==> config.mk <==
export PLATFORM = sky130hd
export DESIGN_NAME = warp_issue_sched
export DESIGN_NICKNAME = d
export VERILOG_FILES = /design/src/rtl/warp_issue_sched_pkg.sv /design/src/rtl/warp_issue_arbiter.sv /design/src/rtl/warp_issue_sched.sv
export SDC_FILE = /design/constraint.sdc
export NUM_CORES = 1
export LEC_CHECK = 0
export BUFFER_PORTS_ARGS = -buffer_cell sky130_fd_sc_hd__clkbuf_2
export CORE_ASPECT_RATIO = 0.7
export CORE_MARGIN = 5
export CORE_UTILIZATION = 31
export DETAILED_ROUTE_END_ITERATION = 12
export HOLD_SLACK_MARGIN = 0.15
export PLACE_DENSITY = 0.56
export SLEW_MARGIN = 20
export SYNTH_ARGS = -nofsm -noshare
export SYNTH_HDL_FRONTEND = slang
export SYNTH_SLANG_ARGS = --single-unit
export TNS_END_PERCENT = 100
==> constraint.sdc <==
create_clock -name clk -period 2.85 [get_ports clk]
set_input_delay 0.285 -clock clk [delete_from_list [all_inputs] [get_ports clk]]
set_output_delay 0.285 -clock clk [all_outputs]
set_load 0.1 [all_outputs]
==> src/rtl/warp_issue_sched_pkg.sv <==
// Shared definitions for the warp issue scheduler.
//   policy_e      : arbitration policy selector (rotating RR or greedy-then-oldest)
//   idx_width()   : index width helper, never narrower than one bit
//   warp_state_t  : per-warp architectural state. tmask and credit use fixed
//                   maximum widths; the top only drives and reads the low bits
//                   it needs, so the struct stays independent of parameters.
package warp_issue_sched_pkg;

  typedef enum logic {
    POLICY_RR  = 1'b0,
    POLICY_GTO = 1'b1
  } policy_e;

  localparam int MAX_THREADS = 32;
  localparam int CREDIT_W    = 8;

  function automatic int idx_width(input int n);
    return (n > 1) ? $clog2(n) : 1;
  endfunction

  typedef struct packed {
    logic                   active;
    logic                   stalled;
    logic                   epoch;
    logic [CREDIT_W-1:0]    credit;
    logic [31:0]            pc;
    logic [MAX_THREADS-1:0] tmask;
  } warp_state_t;

endpackage

==> src/rtl/warp_issue_arbiter.sv <==
// Warp picker for the issue stage.
//   clk, reset  : clock, synchronous active-high reset (clears the RR pointer)
//   eligible_i  : per-warp eligibility, from registered scheduler state
//   last_wid_i  : most recently issued warp (used by GTO)
//   issue_i     : the current pick is being issued this cycle
//   valid_o     : at least one warp is eligible
//   wid_o       : selected warp
// RR searches upward from a rotating pointer that moves past each winner.
// GTO sticks with the last issued warp while it stays eligible, otherwise
// falls back to the lowest eligible index.
module warp_issue_arbiter
  import warp_issue_sched_pkg::*;
#(
  parameter int      NUM_WARPS = 4,
  parameter policy_e POLICY    = POLICY_RR,
  localparam int     NW        = idx_width(NUM_WARPS)
) (
  input  logic                 clk,
  input  logic                 reset,
  input  logic [NUM_WARPS-1:0] eligible_i,
  input  logic [NW-1:0]        last_wid_i,
  input  logic                 issue_i,
  output logic                 valid_o,
  output logic [NW-1:0]        wid_o
);

  logic [NW-1:0] ptr_q;

  // NOTE: every output of a combinational block gets a default before any
  // conditional assignment, otherwise the tool infers a latch.
  always_comb begin
    valid_o = 1'b0;
    wid_o   = '0;
    if (POLICY == POLICY_GTO) begin
      if (eligible_i[last_wid_i]) begin
        valid_o = 1'b1;
        wid_o   = last_wid_i;
      end else begin
        // Descending scan: the lowest eligible index is the last one written.
        for (int i = NUM_WARPS - 1; i >= 0; i--) begin
          if (eligible_i[i]) begin
            valid_o = 1'b1;
            wid_o   = NW'(i);
          end
        end
      end
    end else begin
      // Offsets wrap naturally because NUM_WARPS is a power of two.
      for (int i = NUM_WARPS - 1; i >= 0; i--) begin
        if (eligible_i[ptr_q + NW'(i)]) begin
          valid_o = 1'b1;
          wid_o   = ptr_q + NW'(i);
        end
      end
    end
  end

  // NOTE: state registers use non-blocking assignments so every flop samples
  // the values from before the clock edge.
  always_ff @(posedge clk) begin
    if (reset) begin
      ptr_q <= '0;
    end else if (issue_i) begin
      ptr_q <= wid_o + NW'(1);
    end
  end

endmodule

==> src/rtl/warp_issue_sched.sv <==
// Per-core warp scheduler feeding the icache fetch request.
//   clk, reset          : clock, synchronous active-high reset
//   tmc_*               : thread-mask change; an all-zero mask deactivates the warp
//   wspawn_*            : activate warps 1..N-1 selected by wmask at wspawn_pc
//   bar_*               : barrier arrival; last expected arrival releases all waiters
//   stall_*             : decode saw a control instruction, stop fetching that warp
//   br_*                : branch resolved; unstalls, redirects and bumps epoch if taken
//   req_* / req_ready   : registered fetch request with valid/ready handshake
//   rsp_* / rsp_stale   : fetch response returns a credit; stale if epoch moved on
//   busy                : any warp active (outstanding credits are ignored)
module warp_issue_sched
  import warp_issue_sched_pkg::*;
#(
  parameter int          NUM_WARPS    = 4,
  parameter int          NUM_THREADS  = 4,
  parameter int          NUM_BARRIERS = 4,
  parameter int          MAX_INFLIGHT = 2,
  parameter int          POLICY       = 0,
  parameter logic [31:0] STARTUP_ADDR = 32'h8000_0000,
  localparam int         NW           = idx_width(NUM_WARPS),
  localparam int         NB           = idx_width(NUM_BARRIERS)
) (
  input  logic                   clk,
  input  logic                   reset,
  input  logic                   tmc_valid,
  input  logic [NW-1:0]          tmc_wid,
  input  logic [NUM_THREADS-1:0] tmc_tmask,
  input  logic                   wspawn_valid,
  input  logic [NUM_WARPS-1:0]   wspawn_wmask,
  input  logic [31:0]            wspawn_pc,
  input  logic                   bar_valid,
  input  logic [NW-1:0]          bar_wid,
  input  logic [NB-1:0]          bar_id,
  input  logic [NW-1:0]          bar_size_m1,
  input  logic                   stall_valid,
  input  logic [NW-1:0]          stall_wid,
  input  logic                   br_valid,
  input  logic [NW-1:0]          br_wid,
  input  logic                   br_taken,
  input  logic [31:0]            br_dest,
  output logic                   req_valid,
  input  logic                   req_ready,
  output logic [NW-1:0]          req_wid,
  output logic [31:0]            req_pc,
  output logic [NUM_THREADS-1:0] req_tmask,
  output logic                   req_epoch,
  input  logic                   rsp_valid,
  input  logic [NW-1:0]          rsp_wid,
  input  logic                   rsp_epoch,
  output logic                   rsp_stale,
  output logic                   busy
);

  localparam policy_e POLICY_SEL = (POLICY == 1) ? POLICY_GTO : POLICY_RR;

  warp_state_t            ws_q       [NUM_WARPS];
  warp_state_t            ws_d       [NUM_WARPS];
  logic [NUM_WARPS-1:0]   bar_mask_q [NUM_BARRIERS];
  logic [NUM_WARPS-1:0]   bar_mask_d [NUM_BARRIERS];

  logic                   req_valid_q;
  logic [NW-1:0]          req_wid_q;
  logic [31:0]            req_pc_q;
  logic [NUM_THREADS-1:0] req_tmask_q;
  logic                   req_epoch_q;
  logic [NW-1:0]          last_wid_q;

  logic [NUM_WARPS-1:0]   eligible;
  logic [NUM_WARPS-1:0]   barrier_wait;
  logic [NUM_WARPS-1:0]   active;
  logic [NW:0]            bar_count;
  logic                   arb_valid;
  logic [NW-1:0]          arb_wid;
  logic                   load;
  logic                   issue;

  // Eligibility looks at registered state only, so any event lands one
  // cycle before it can influence selection.
  always_comb begin
    barrier_wait = '0;
    active       = '0;
    eligible     = '0;
    for (int w = 0; w < NUM_WARPS; w++) begin
      for (int b = 0; b < NUM_BARRIERS; b++) begin
        barrier_wait[w] = barrier_wait[w] | bar_mask_q[b][w];
      end
      active[w]   = ws_q[w].active;
      eligible[w] = ws_q[w].active & ~ws_q[w].stalled & ~barrier_wait[w]
                  & (ws_q[w].credit < CREDIT_W'(MAX_INFLIGHT));
    end
  end

  warp_issue_arbiter #(
    .NUM_WARPS (NUM_WARPS),
    .POLICY    (POLICY_SEL)
  ) u_arbiter (
    .clk        (clk),
    .reset      (reset),
    .eligible_i (eligible),
    .last_wid_i (last_wid_q),
    .issue_i    (issue),
    .valid_o    (arb_valid),
    .wid_o      (arb_wid)
  );

  // A stalled output register holds everything and suppresses selection.
  assign load  = !req_valid_q || req_ready;
  assign issue = load && arb_valid;

  always_comb begin
    bar_count = '0;
    for (int w = 0; w < NUM_WARPS; w++) begin
      bar_count = bar_count + (NW+1)'(bar_mask_q[bar_id][w]);
    end
  end

  // Updates are applied in priority order: later statements win on the
  // same warp (branch PC over +4, tmc over spawn, stall set over any clear).
  always_comb begin
    ws_d       = ws_q;
    bar_mask_d = bar_mask_q;
    for (int w = 0; w < NUM_WARPS; w++) begin
      if (issue && arb_wid == NW'(w)) begin
        ws_d[w].credit = ws_d[w].credit + CREDIT_W'(1);
        ws_d[w].pc     = ws_d[w].pc + 32'd4;
      end
      if (rsp_valid && rsp_wid == NW'(w)) begin
        ws_d[w].credit = ws_d[w].credit - CREDIT_W'(1);
      end
      if (wspawn_valid && wspawn_wmask[w] && w != 0) begin
        ws_d[w].active = 1'b1;
        ws_d[w].pc     = wspawn_pc;
        ws_d[w].tmask  = MAX_THREADS'(1);
        ws_d[w].credit = '0;
      end
      if (tmc_valid && tmc_wid == NW'(w)) begin
        ws_d[w].tmask   = MAX_THREADS'(tmc_tmask);
        ws_d[w].active  = |tmc_tmask;
        ws_d[w].stalled = 1'b0;
      end
      if (bar_valid && bar_wid == NW'(w)) begin
        ws_d[w].stalled = 1'b0;
      end
      if (br_valid && br_wid == NW'(w)) begin
        ws_d[w].stalled = 1'b0;
        if (br_taken) begin
          ws_d[w].pc    = br_dest;
          ws_d[w].epoch = ~ws_q[w].epoch;
        end
      end
      if (stall_valid && stall_wid == NW'(w)) begin
        ws_d[w].stalled = 1'b1;
      end
    end
    if (bar_valid) begin
      if (bar_count == {1'b0, bar_size_m1}) begin
        bar_mask_d[bar_id] = '0;
      end else begin
        bar_mask_d[bar_id][bar_wid] = 1'b1;
      end
    end
  end

  always_ff @(posedge clk) begin
    if (reset) begin
      // NOTE: the per-warp state arrays are architecturally visible (PC,
      // activity, credits), so every entry is reset, not just the control flops.
      for (int w = 0; w < NUM_WARPS; w++) begin
        ws_q[w] <= '0;
      end
      ws_q[0].active <= 1'b1;
      ws_q[0].pc     <= STARTUP_ADDR;
      ws_q[0].tmask  <= MAX_THREADS'(1);
      for (int b = 0; b < NUM_BARRIERS; b++) begin
        bar_mask_q[b] <= '0;
      end
      req_valid_q <= 1'b0;
      req_wid_q   <= '0;
      req_pc_q    <= '0;
      req_tmask_q <= '0;
      req_epoch_q <= 1'b0;
      last_wid_q  <= '0;
    end else begin
      assert (!rsp_valid || ws_q[rsp_wid].credit != '0);
      ws_q       <= ws_d;
      bar_mask_q <= bar_mask_d;
      if (load) begin
        req_valid_q <= arb_valid;
        if (arb_valid) begin
          req_wid_q   <= arb_wid;
          req_pc_q    <= ws_q[arb_wid].pc;
          req_tmask_q <= ws_q[arb_wid].tmask[NUM_THREADS-1:0];
          req_epoch_q <= ws_q[arb_wid].epoch;
          last_wid_q  <= arb_wid;
        end
      end
    end
  end

  assign req_valid = req_valid_q;
  assign req_wid   = req_wid_q;
  assign req_pc    = req_pc_q;
  assign req_tmask = req_tmask_q;
  assign req_epoch = req_epoch_q;
  assign rsp_stale = rsp_epoch != ws_q[rsp_wid].epoch;
  assign busy      = |active;

endmodule

* Word-level counts from Yosys, hierarchy flattened
Cells that the tools add are included.
Storage, ports and cells: register bits 246, latch bits 0, bits in writable memories 0, ROM bits 0, output and inout bits 42, memories 0
Cells by class: add/subtract/negate cells 19, multiply operators 0, div/mod/pow operators 0, $lt $le $gt $ge 14, eq/ne operators 20, shifts and indexed selects 0, multiplexer cells 77, bitwise gates (word level) 42, reduce and logical (&&, ||, !) cells 55
Operators by type and width (number):
- $bmux W75 S2 | 2
- $mux W73 | 4
- $mux W32 | 8
- $mux W64 | 3
- $mux W40 | 4
- $add A32 B3 Y32 const B | 4
- $add A8 B1 Y8 const B | 4
- $lt A8 B2 Y1 const B | 4
- $mux W8 | 4
- $sub A8 B1 Y8 const B | 4
- $logic_and A1 B1 Y1 | 30
- $mux W4 | 7
- $mux W1 | 25
- $eq A2 B2 Y1 const B | 12
- $mux W2 | 11
- $and A16 B16 Y16 | 1
- $demux W4 S2 | 2
- $mux W16 | 1
- $not A16 Y16 | 1
- $or A16 B16 Y16 | 1
- $reduce_bool A4 Y1 | 4
- $lt A2 B3 Y1 const B | 5
- $and A1 B1 Y1 | 12
- $eq A2 B1 Y1 const B | 6
- other kinds (23) | 68

* Logic depth before layout (Yosys ltp)
Gate-level depths: netlist of the first run.
depth in word-level cells 18, depth in mapped cells 14, gate-level depth less buffers 12

* Cells and area by module
Synthesis of the first run repeated with hierarchy kept, for this count alone.
Second synthesis, totals: cells, all modules 1748, area, all modules 14386.3 sq um
By module, submodules not included:
- warp_issue_sched | times used 1, cells each 1726, area an instance 14221.1 sq um, seq. area each 4884.7 sq um
- warp_issue_arbiter | times used 1, cells each 22, area an instance 165.2 sq um, seq. area each 40.0 sq um

* Worst setup path after synthesis of the first run
Ideal clock, no wire load.
path type reg-to-reg, start point register req_valid_q (netlist: req_valid), end point register ws_q[68] in the netlist's numbering, arrival 3.011 ns, data required time 2.727 ns, path slack -0.284 ns, stages on the path, launching flop included 13, buffers on the path 2, period minus slack after synthesis 3.134 ns, cells stage by stage dfxtp_1 > nand2b_1 > o21a_1 > o21ai_2 > buf_4 > nor2_2 > buf_2 > xnor2_1 > ha_1 > nand4_1 > a2111oi_1 > xnor2_1 > nor2_1
On the way: longest elaborated chain between the ends 7
RTL lines:
- from (decl) | RTL line warp_issue_sched.sv:61 | logic req_valid_q;
- from (signal assigned) | RTL line warp_issue_sched.sv:188 | req_valid_q <= arb_valid;
- $logic_not A1 Y1 (*) | RTL line warp_issue_sched.sv:107 | assign load = !req_valid_q || req_ready;
- $logic_or A1 B1 Y1 (*) | RTL line warp_issue_sched.sv:107
- $logic_and A1 B1 Y1 (*) | RTL line warp_issue_sched.sv:108 | assign issue = load && arb_valid;
- $logic_and A1 B1 Y1 (*) | RTL line warp_issue_sched.sv:123 | if (issue && arb_wid == NW'(w)) begin
- $mux W40 (*) | RTL line warp_issue_sched.sv:123
- $sub A8 B1 Y8 | RTL line warp_issue_sched.sv:128 | ws_d[w].credit = ws_d[w].credit - CREDIT_W'(1);
- $mux W8 (*) | RTL line warp_issue_sched.sv:127 | if (rsp_valid && rsp_wid == NW'(w)) begin
- to (signal assigned) | RTL line warp_issue_sched.sv:185 | ws_q <= ws_d;
- to (decl) | RTL line warp_issue_sched.sv:56 | warp_state_t ws_q [NUM_WARPS];
Mark *: on every way between the ends. The rest lies on a longest branch, timed or not. A chain may end at the register's enable or synchronous reset.

* Final worst setup path of the first run
start point register ws_q[296] in the netlist's numbering, end point register ws_q[220] in the netlist's numbering
On the way: longest elaborated chain between the ends 13, elaborated cells between the ends (all ways) 24, those cells by class add/sub (1); order compare (1); eq/ne (1); mux (18); bitwise (1); reduce/logical (2)
RTL lines:
- $lt A8 B2 Y1 (*) | RTL line warp_issue_sched.sv:89 | & (ws_q[w].credit < CREDIT_W'(MAX_INFLIGHT));
- $and A1 B1 Y1 (*) | RTL line warp_issue_sched.sv:89
- $bmux W1 S2 | RTL line warp_issue_arbiter.sv:50 | if (eligible_i[ptr_q + NW'(i)]) begin
- $mux W1 (not written as such) | RTL line warp_issue_arbiter.sv:50
- $mux W2 or $mux W1 (tied branches) (4 in a row) | RTL line warp_issue_arbiter.sv:50
- $eq A2 B1 Y1 or $logic_and A1 B1 Y1 (tied branches) | RTL line warp_issue_sched.sv:123, warp_issue_sched.sv:108
- $logic_and A1 B1 Y1 (*) | RTL line warp_issue_sched.sv:123
- $mux W40 (*) | RTL line warp_issue_sched.sv:123
- $sub A8 B1 Y8 | RTL line warp_issue_sched.sv:128
- $mux W8 (*) | RTL line warp_issue_sched.sv:127
Mark *: on every way between the ends. The rest lies on a longest branch, timed or not. The select of a mux whose other input is x is not followed.

==> load_flow_metrics.sql, run 1 <==
INSERT INTO impl_metrics (metric_group, metric, value, unit) VALUES
('status', 'outcome', 'finished, violations left', ''),
('status', 'failed_checks', 'negative setup slack', ''),
('yosys', 'synth_area_leaders', 'dfxtp_1 36%, nand2_1 8.4%, xnor2_1 5.4%, nor2_1 5.1%, xor2_1 3.5%', ''),
('drt', 'drt_iter0_drc', '1853', ''),
('sta', 'timing.fmax', '0.327', 'GHz'),
('yosys', 'mapped_nets', '1851', ''),
('critical_path', 'arrival_time_reported_for_the_critical_path_endpoint', '3500', 'ps'),
('cells_and_area', 'drive_gt1_frac', '0.274', ''),
('floorplan', 'number_of_rows_in_the_core_area', '64', ''),
('critical_path', 'worst-path-max-fanout', '4', ''),
('yosys', 'netlist-cell-type-count', '75', ''),
('yosys', 'syn-instance-count', '1739', ''),
('sta', 'setup_slack', '-209', 'ps'),
('floorplan', 'die_width', '260', 'microns'),
('place', 'pre_cts_ws', '-222', 'ps'),
('critical_path', 'startpoint_type', 'register', ''),
('cts', 'clockRootBuffer', 'clkbuf_16', ''),
('floorplan', 'dieArea', '48200', 'sq um'),
('floorplan', 'coreArea', '43600', 'sq um'),
('critical_path', 'crit_required', '3290', 'ps'),
('sta', 'rsz0062_at_grt', 'true', ''),
('place', 'globalplace.congestion', '0.930', ''),
('drt', 'detail-route-antenna-nets', '0', ''),
('power_and_ir_drop', 'leakagePower', '7.49', 'nW'),
('yosys', 'synth_area', '13600', 'sq um'),
('drt', 'via_count', '15300', ''),
('cells_and_area', 'num-nets-final', '2202', ''),
('sta', 'fin_tns_setup', '-3990', 'ps'),
('yosys', 'synth_seq_area_share', '0.362', ''),
('critical_path', 'criticalPathCategory', 'reg2reg', ''),
('yosys', 'synth_enable_flop_cells', '0', ''),
('critical_path', 'critical_path.slowest_cell', 'dfxtp_2', ''),
('yosys', 'yosys.cell_count.top_type', 'nand2_1', ''),
('global_routing', 'first_global_vias', '14100', ''),
('drt', 'drt_pass1_iterations', '8', ''),
('cts', 'worstSkewPairLatency', '560', 'ps'),
('yosys', 'yosys_warnings', '0', ''),
('drt', 'drc', '0', ''),
('global_routing', 'global_route_wire_length_before_repair', '85.5', 'mm'),
('power_and_ir_drop', 'peakVddDrop', '0.000446', 'V'),
('place', 'dp_hpwl', '40.3', 'mm'),
('drt', 'detail_route.wl_per_cell', '21.7', 'microns'),
('sta', 'report.final.slew_viol_count', '0', ''),
('yosys', 'syn_area_per_cell', '7.82', 'sq um'),
('power_and_ir_drop', 'post-layout-total-power', '13.6', 'mW'),
('place', 'cell_area_after_placement', '15800', 'sq um'),
('sta', 'layout_min_cycle_time', '3060', 'ps'),
('drt', 'drt_total_wl', '58.8', 'mm'),
('cts', 'clk_pin_slew', '60', 'ps'),
('drt', 'post_drt_via_cell_ratio', '5.66', ''),
('critical_path', 'top_cell_by_count_worst_path', 'buf_4', ''),
('power_and_ir_drop', 'power_per_cell_area', '696', 'nW/um^2'),
('critical_path', 'cp-end-kind', 'register', ''),
('sta', 'setup_viol', '42', ''),
('yosys', 'synthTopCellsByCount', '304 x nand2_1, 246 x dfxtp_1, 186 x nor2_1', ''),
('sta', 'worst_hold_slack', '188', 'ps'),
('cells_and_area', 'flow.area_growth_from_synthesis', '43.4', '%'),
('sta', 'final-hold-violation-count', '0', ''),
('floorplan', 'initial_utilization', '0.312', ''),
('yosys', 'ys_async_sr_fraction', '0', ''),
('cells_and_area', 'final_area', '19500', 'sq um'),
('global_routing', 'largest_net_degree_at_the_start_of_global_routing', '83', ''),
('critical_path', 'reg2reg_depth', '13', ''),
('sta', 'worst-slew-pin-transition', '965', 'ps'),
('sta', 'final.period_utilization', '1.07', ''),
('cts', 'cts-buffers-inserted', '27', ''),
('cts', 'cts_tree', 'built', ''),
('cts', 'htreeDepth', '1', ''),
('cts', 'longest_clk_path_bufs', '3', ''),
('floorplan', 'die_height', '185', 'microns'),
('global_routing', 'antenna_found_initial', '1', '');
==> report_power, final <==
group          leakage (nW)  total (mW)  switching (mW)  internal [mW]
Sequential             2.01        4.07           0.324           3.75
Clock                 0.430        3.60            1.52           2.08
Combinational          5.05        5.90            3.52           2.38
==> worst paths after layout <==
check / start / end / slack, ps
setup / recovery: ws_q[296] / ws_q[220] / -210
hold / removal: req_ready / req_valid / 190
setup reg to reg: ws_q[296] / ws_q[220] / -210
hold reg to reg: ws_q[257] / ws_q[257] / 460
==> cell usage in the layout (no fill, tap or decap), drive strengths merged, types with 31 or more instances in the layout <==
cell type / n
a211oi: 34
a21oi: 72
a222oi: 37
a22oi: 44
and3: 39
buf: 192
clkbuf: 181
dfxtp: 246
dlygate4sd3: 101
inv: 31
nand2: 304
nand3: 62
nand4: 34
nor2: 187
nor3: 58
o21ai: 96
xnor2: 84
xor2: 54
==> cells by family (layout without fill, tap and decap cells) <==
group                    after synthesis  after routing  share of synthesized area
buffers and inverters                143            512                     0.0427
XOR/XNOR                             138            138                     0.0888
adder cells (fa/ha/maj)               15             15                     0.0143
multiplexers                          10             10                     0.0120
AND/OR/NAND/NOR                      796            797                      0.281
AO/OA/AOI/OAI                        391            391                      0.199
flip-flops                           246            246                      0.362
==> registers in the layout (all words and copies together) (netlist names) <==
| name | flops |
|---|---|
| req_epoch | 1 |
| req_pc | 32 |
| req_wid | 2 |
| active | 4 |
| req_tmask | 4 |
| req_valid | 1 |
| u_arbiter.ptr_q | 2 |
| bar_mask_q | 16 |
| ws_q | 184 |
==> final cells by class <==
| cell class | instances | area, sq um | share of cell area |
|---|---|---|---|
| timing repair buffer | 433 | 3560 | 0.182 |
| tap | 594 | 743 | 0.0381 |
| inverter | 31 | 116 | 0.00596 |
| clock inverter | 7 | 91.3 | 0.00468 |
| sequential | 246 | 4940 | 0.253 |
| multi-input combinational | 1351 | 9270 | 0.475 |
| clock buffer | 41 | 788 | 0.0404 |
==> worst max-delay path, delay by kind of cell (launching register included) <==
family	cells	cell delay, ps
AOI/OAI and AO/OA	4	920
and+or+nand+nor	5	910
buffers and inverters	2	410
DFF	1	330
adders and majority gates	1	190
xor gates and xnor gates	1	170
==> routing by layer <==
| metal | routed length, microns | GRT usage | vias to the layer above |
|---|---|---|---|
| met5 | 8 | 0 | - |
| met4 | 1630 | 0.0686 | 2 |
| met3 | 6030 | 0.0432 | 116 |
| met2 | 25100 | 0.331 | 812 |
| met1 | 26000 | 0.334 | 7374 |
| li1 | - | - | 7008 |
==> stage by stage <==
stage,instances,utilization
global route,2703,0.448
finish,2703,0.448
global placement,2489,0.361
floorplan,1739,-
CTS,2655,0.413
detailed placement,2491,0.363
==> repair_timing <==
action                                  CTS  global route
gates cloned                              1             4
resized for setup                        34           216
pin swaps                                32           108
buffers inserted                         14            43
hold buffers                            101             0
endpoints found under the setup margin   83           152
hold endpoints to repair                155             0
No activity file was read; power rests on OpenSTA's default activity.
==> run 2, diff against run 1 <==
CORE_MARGIN = default   (was 5)
MAX_ROUTING_LAYER = met4   (was default)
SKIP_CTS_REPAIR_TIMING = 1   (was default)
==> run 2 against run 1 <==
  * The flow still finishes with violations (negative setup slack)
  * Clock power increased by 11%
  * Global-route usage increased by 1.9 points
  * Die area decreased by 7.3%
  * Fmax increased by 1.3%
  * Clock-buffer cell count decreased by 10
  * Total power decreased by 3.0%
  * Critical path depth decreased by 1
  * Sequential share of layout area increased by 0.48 points
  * Combinational power decreased by 13%
  * Largest power group unchanged
  * Highest routed layer is now met4
==> load_flow_metrics.sql, run 2 (same netlist as run 1, synthesis figures left out) <==
INSERT INTO impl_metrics (metric_group, metric, value, unit) VALUES
('status', 'outcome', 'finished, violations left', ''),
('status', 'failed_checks', 'negative setup slack', ''),
('global_routing', 'largest_net_degree_at_the_start_of_global_routing', '54', ''),
('critical_path', 'crit_required', '3310', 'ps'),
('power_and_ir_drop', 'leakagePower', '7.35', 'nW'),
('cts', 'cts_tree', 'built', ''),
('place', 'pre_cts_ws', '-137', 'ps'),
('place', 'post-place-cells', '2513', ''),
('sta', 'final-hold-violation-count', '0', ''),
('critical_path', 'startpoint_type', 'register', ''),
('cells_and_area', 'num-nets-final', '2189', ''),
('global_routing', 'first_global_vias', '13200', ''),
('sta', 'layout_min_cycle_time', '3020', 'ps'),
('place', 'dp_hpwl', '40.2', 'mm'),
('cells_and_area', 'drive_gt1_frac', '0.267', ''),
('power_and_ir_drop', 'internal_power', '7.96', 'mW'),
('cts', 'htreeDepth', '1', ''),
('critical_path', 'crit_end', 'ws_q[52]', ''),
('global_routing', 'grt.overflow.total', '0', ''),
('drt', 'drt_iter0_drc', '1725', ''),
('drt', 'drc', '0', ''),
('cells_and_area', 'largest_register_ffs', '184', ''),
('power_and_ir_drop', 'p_switching', '5.20', 'mW'),
('sta', 'worst_skew', '18.7', 'ps'),
('global_routing', 'grt_usage', '0.245', ''),
('drt', 'detail_route.wl_per_cell', '21.1', 'microns'),
('place', 'cell_area_after_placement', '16000', 'sq um'),
('power_and_ir_drop', 'comb_power_share', '0.390', ''),
('critical_path', 'worst-r2r-setup-slack', '-170', 'ps'),
('run', 'number_of_maximum_capacitance_violations', '0', ''),
('place', 'globalplace.congestion', '0.946', ''),
('sta', 'final.period_utilization', '1.06', ''),
('sta', 'worst-slew-pin-transition', '1190', 'ps'),
('floorplan', 'die_width', '252', 'microns'),
('power_and_ir_drop', 'netSwitchingFraction', '0.395', ''),
('cells_and_area', 'final_area', '19100', 'sq um'),
('cells_and_area', 'finish.cell_count_without_fillers', '2685', ''),
('global_routing', 'antenna_found_initial', '1', ''),
('cells_and_area', 'finalCoreUtilization', '0.447', ''),
('hold_path', 'holdCritPathClass', 'in2reg', ''),
('place', 'place.port_buffers', '137', ''),
('power_and_ir_drop', 'pwr-share-clk', '0.302', ''),
('critical_path', 'reg2reg_depth', '12', ''),
('critical_path', 'startpoint', 'bar_mask_q[9]', ''),
('critical_path', 'criticalPathCategory', 'reg2reg', ''),
('sta', 'rsz0062_at_grt', 'true', ''),
('cts', 'cts_num_sinks', '246', ''),
('sta', 'report.final.slew_viol_count', '0', ''),
('drt', 'detail-route-antenna-nets', '0', ''),
('sta', 'timing.slew.headroom', '0.208', ''),
('power_and_ir_drop', 'sequentialPowerShare', '0.308', ''),
('drt', 'drt_pass1_iterations', '7', ''),
('drt', 'post_drt_via_cell_ratio', '5.59', ''),
('critical_path', 'worst-path-max-fanout', '6', ''),
('sta', 'worst_hold_slack', '112', 'ps'),
('cells_and_area', 'final_cell_mix', '295 x nand2_1, 234 x dfxtp_1, 161 x nor2_1', ''),
('floorplan', 'io_pins', '139', ''),
('power_and_ir_drop', 'post-layout-total-power', '13.2', 'mW'),
('floorplan', 'number_of_rows_in_the_core_area', '63', ''),
('sta', 'timing.fmax', '0.331', 'GHz'),
('cts', 'worstSkewPairLatency', '580', 'ps'),
('cts', 'clockRootBuffer', 'clkbuf_16', ''),
('floorplan', 'dieArea', '44700', 'sq um'),
('critical_path', 'r2r-end', 'ws_q[52]', ''),
('cts', 'longest_clk_path_bufs', '3', ''),
('global_routing', 'global_route_wire_length_before_repair', '81.5', 'mm'),
('power_and_ir_drop', 'peakVddDrop', '0.000567', 'V'),
('cells_and_area', 'max_flop_register', 'ws_q', ''),
('floorplan', 'die_height', '177', 'microns'),
('drt', 'via_count', '15000', ''),
('power_and_ir_drop', 'power_per_cell_area', '688', 'nW/um^2'),
('critical_path', 'arrival_time_reported_for_the_critical_path_endpoint', '3470', 'ps'),
('cells_and_area', 'mostFrequentLayoutCell', 'nand2_1', ''),
('cts', 'clk_pin_slew', '70', 'ps'),
('critical_path', 'critical_path.reg2reg.startpoint', 'bar_mask_q[9]', ''),
('cells_and_area', 'flow.area_growth_from_synthesis', '40.7', '%'),
('floorplan', 'initial_utilization', '0.318', ''),
('cts', 'cts-buffers-inserted', '28', ''),
('critical_path', 'cp-end-kind', 'register', ''),
('sta', 'setup_slack', '-169', 'ps'),
('drt', 'drt_total_wl', '56.7', 'mm'),
('sta', 'setup_viol', '41', ''),
('floorplan', 'coreArea', '42800', 'sq um'),
('sta', 'fin_tns_setup', '-3150', 'ps');
[run 2: power by group through the flow]
stage | Sequential [mW] | Combinational [mW] | Clock, mW
6_report | 4.05 | 5.13 | 3.98
5_1_grt | 4.09 | 5.45 | 4.16
4_1_cts | 4.03 | 4.44 | 4.02
3_5_place_dp | 4.10 | 4.42 | 0
3_3_place_gp | 4.10 | 4.33 | 0
2_1_floorplan | 4.64 | 2.14 | 0
[run 2: cell type report]
type | instances | area [sq um]
diodes | 1 | 2.50
flip-flops and latches | 246 | 4940
repair buffers | 419 | 3270
multi-input cells | 1351 | 9080
well taps | 585 | 732
inverters | 31 | 116
clock inverters | 21 | 267
fillers | 4224 | 23700
clock buffers | 31 | 732
[run 2: critical path, stage by stage, from the launching register on]
cell     delay [ps]
dfxtp_1         330
nor2_1          350
and4_4          390
o221a_4         250
o21ai_4          80
buf_6           130
buf_6           100
buf_6           120
or4_4           480
buf_12          190
or2_4           260
a21oi_2         130
o21ai_1          70
[run 2: worst min-delay path by stage]
stage,startpoint,end,slack (ps),depth (start not counted)
2_1_floorplan,wspawn_pc[19],ws_q[51],400,2
3_3_place_gp,ws_q[258],ws_q[258],450,2
3_5_place_dp,ws_q[258],ws_q[258],450,2
4_1_cts,wspawn_pc[20],ws_q[52],-40,3
5_1_grt,stall_valid,ws_q[148],160,4
6_report,stall_valid,ws_q[148],110,4
[run 2: metal layers]
metal	part of all wire	vias up	GRT usage
met2	0.42	746	0.343
met1	0.46	7206	0.355
li1	-	6975	-
met4	0.022	0	0.0553
met5	0	-	-
met3	0.10	95	0.0481
==> run 3, diff against run 2 <==
PLACE_DENSITY = default   (was 0.56)
PLACE_DENSITY_LB_ADDON = 0.12   (was default)
==> run 3 against run 2 <==
  * The flow still finishes with violations (negative setup slack)
  * Fmax up 3.3%
  * Routed wire length up 4.1%
  * Clock skew down 6.9 ps
  * Sequential share of layout area is 0.12 points lower
  * Register-to-register slack gained 97 ps
  * Worst hold slack improved by 30 ps
  * Clock power grew 2%
  * Critical endpoint is now ws_q[209]
  * Highest routed layer unchanged
==> load_flow_metrics.sql, run 3 (same netlist as run 1, synthesis figures left out) <==
INSERT INTO impl_metrics (metric_group, metric, value, unit) VALUES
('status', 'outcome', 'finished, violations left', ''),
('status', 'failed_checks', 'negative setup slack', ''),
('floorplan', 'io_pins', '139', ''),
('power_and_ir_drop', 'leakagePower', '7.25', 'nW'),
('cells_and_area', 'max_flop_register', 'ws_q', ''),
('sta', 'layout_min_cycle_time', '2920', 'ps'),
('floorplan', 'dieArea', '44700', 'sq um'),
('floorplan', 'initial_utilization', '0.318', ''),
('critical_path', 'critical_path.reg2reg.startpoint', 'ws_q[218]', ''),
('place', 'globalplace.congestion', '0.889', ''),
('floorplan', 'number_of_rows_in_the_core_area', '63', ''),
('sta', 'final-hold-violation-count', '0', ''),
('global_routing', 'first_global_vias', '13200', ''),
('sta', 'rsz0062_at_grt', 'true', ''),
('hold_path', 'holdCritPathClass', 'in2reg', ''),
('power_and_ir_drop', 'peakVddDrop', '0.000441', 'V'),
('sta', 'setup_viol', '11', ''),
('critical_path', 'critPathMaxStageDelay', '520', 'ps'),
('drt', 'via_count', '14900', ''),
('cts', 'cts_num_sinks', '246', ''),
('drt', 'met2RoutedLength', '24.3', 'mm'),
('critical_path', 'timing.critical_path.max_delay_family', 'simple AND/OR/NAND/NOR gates', ''),
('critical_path', 'startpoint', 'ws_q[218]', ''),
('drt', 'post_drt_via_cell_ratio', '5.56', ''),
('global_routing', 'largest_net_degree_at_the_start_of_global_routing', '70', ''),
('cells_and_area', 'mostFrequentLayoutCell', 'nand2_1', ''),
('cts', 'worstSkewPairLatency', '570', 'ps'),
('run', 'number_of_maximum_capacitance_violations', '0', ''),
('critical_path', 'critical_path.slowest_cell', 'or4_4', ''),
('drt', 'detail_route.wl_per_cell', '22.0', 'microns'),
('global_routing', 'grt_usage', '0.255', ''),
('critical_path', 'crit_chain', 'nor4_4, and4_4, o221a_4, o21ai_4, buf_4, buf_6, or4_4, buf_12, nor3_4, xnor2_1, o22ai_1', ''),
('place', 'place.port_buffers', '137', ''),
('place', 'cell_area_after_placement', '16100', 'sq um'),
('drt', 'routed-wl-met3', '5.25', 'mm'),
('global_routing', 'global_route_wire_length_before_repair', '83.8', 'mm'),
('drt', 'drc', '0', ''),
('sta', 'final.period_utilization', '1.03', ''),
('hold_path', 'min_from', 'bar_id[0]', ''),
('cts', 'cts_tree', 'built', ''),
('floorplan', 'die_height', '177', 'microns'),
('sta', 'fin_tns_setup', '-362', 'ps'),
('place', 'dp_hpwl', '41.5', 'mm'),
('cts', 'cts-buffers-inserted', '28', ''),
('power_and_ir_drop', 'power_per_cell_area', '700', 'nW/um^2'),
('global_routing', 'grt.overflow.total', '0', ''),
('cells_and_area', 'num-nets-final', '2195', ''),
('sta', 'worst-slew-pin-transition', '1160', 'ps'),
('cts', 'clk_pin_slew', '70', 'ps'),
('critical_path', 'arrival_time_reported_for_the_critical_path_endpoint', '3370', 'ps'),
('cells_and_area', 'final_cell_mix', '293 x nand2_1, 232 x dfxtp_1, 167 x nor2_1', ''),
('cells_and_area', 'final_area', '19200', 'sq um'),
('sta', 'timing.slew.headroom', '0.225', ''),
('drt', 'drt_total_wl', '59.1', 'mm'),
('cts', 'htreeDepth', '1', ''),
('global_routing', 'antenna_found_initial', '0', ''),
('sta', 'setup_slack', '-72.0', 'ps'),
('cells_and_area', 'finalCoreUtilization', '0.450', ''),
('drt', 'drt_pass1_iterations', '8', ''),
('sta', 'report.final.slew_viol_count', '0', ''),
('cells_and_area', 'flow.area_growth_from_synthesis', '41.4', '%'),
('critical_path', 'startpoint_type', 'register', ''),
('drt', 'top_layer_used', 'met4', ''),
('drt', 'drt_iter0_drc', '1655', ''),
('cells_and_area', 'finish.cell_count_without_fillers', '2687', ''),
('cts', 'clockRootBuffer', 'clkbuf_16', ''),
('cts', 'longest_clk_path_bufs', '3', ''),
('critical_path', 'criticalPathCategory', 'reg2reg', ''),
('floorplan', 'die_width', '252', 'microns'),
('drt', 'm1_wl', '28.2', 'mm'),
('cells_and_area', 'diodes', '0', ''),
('critical_path', 'crit_required', '3300', 'ps'),
('critical_path', 'crit_buf_inv', '3', ''),
('sta', 'worst_skew', '11.7', 'ps'),
('floorplan', 'coreArea', '42800', 'sq um'),
('critical_path', 'worst-path-max-fanout', '7', ''),
('drt', 'detail-route-antenna-nets', '0', ''),
('place', 'post-place-cells', '2517', ''),
('critical_path', 'cp-end-kind', 'register', ''),
('sta', 'timing.fmax', '0.342', 'GHz'),
('cells_and_area', 'drive_gt1_frac', '0.265', ''),
('cells_and_area', 'largest_register_ffs', '184', '');
## run 3: through the flow
| stage | power, mW | hold WS [ps] | setup slack (ps) |
|---|---|---|---|
| 2_1_floorplan | 6.77 | 403 | -42.8 |
| 3_3_place_gp | 8.69 | 446 | -118 |
| 3_5_place_dp | 8.70 | 450 | -209 |
| 4_1_cts | 12.7 | -34.1 | -227 |
| 5_1_grt | 14.0 | 158 | -218 |
| 6_report | 13.5 | 142 | -72.0 |
## run 3: path summary, 6_finish.rpt
path              endpoint  slack (ps)  cells after the start
max              ws_q[209]         -70                     11
min          bar_mask_q[3]         140                      3
max reg2reg      ws_q[209]         -70                     11
min reg2reg      ws_q[227]         460                      2
## run 3: power by group
part,internal [mW],total (mW),switching [mW]
Sequential,3.75,4.06,0.308
Clock,2.45,4.04,1.59
Combinational,2.05,5.37,3.32
## run 3: area by class of cell
cell class,instances,area [sq um]
multi-input combinational,1350,9030
fill,4219,23600
clock inverter,10,179
sequential,246,4940
tap,585,732
clock buffer,39,823
inverter,31,116
timing repair buffer,426,3410
## run 3: tightest hold or removal path: stages
cell and delay, ps:
clkbuf_2 190, a31oi_1 120, nor2_2 80
## run 3: per-layer routing
metal	vias up	GRT usage
li1	6984	-
met1	7212	0.377
met2	651	0.345
met3	99	0.0507
met4	0	0.0641
met5	-	-
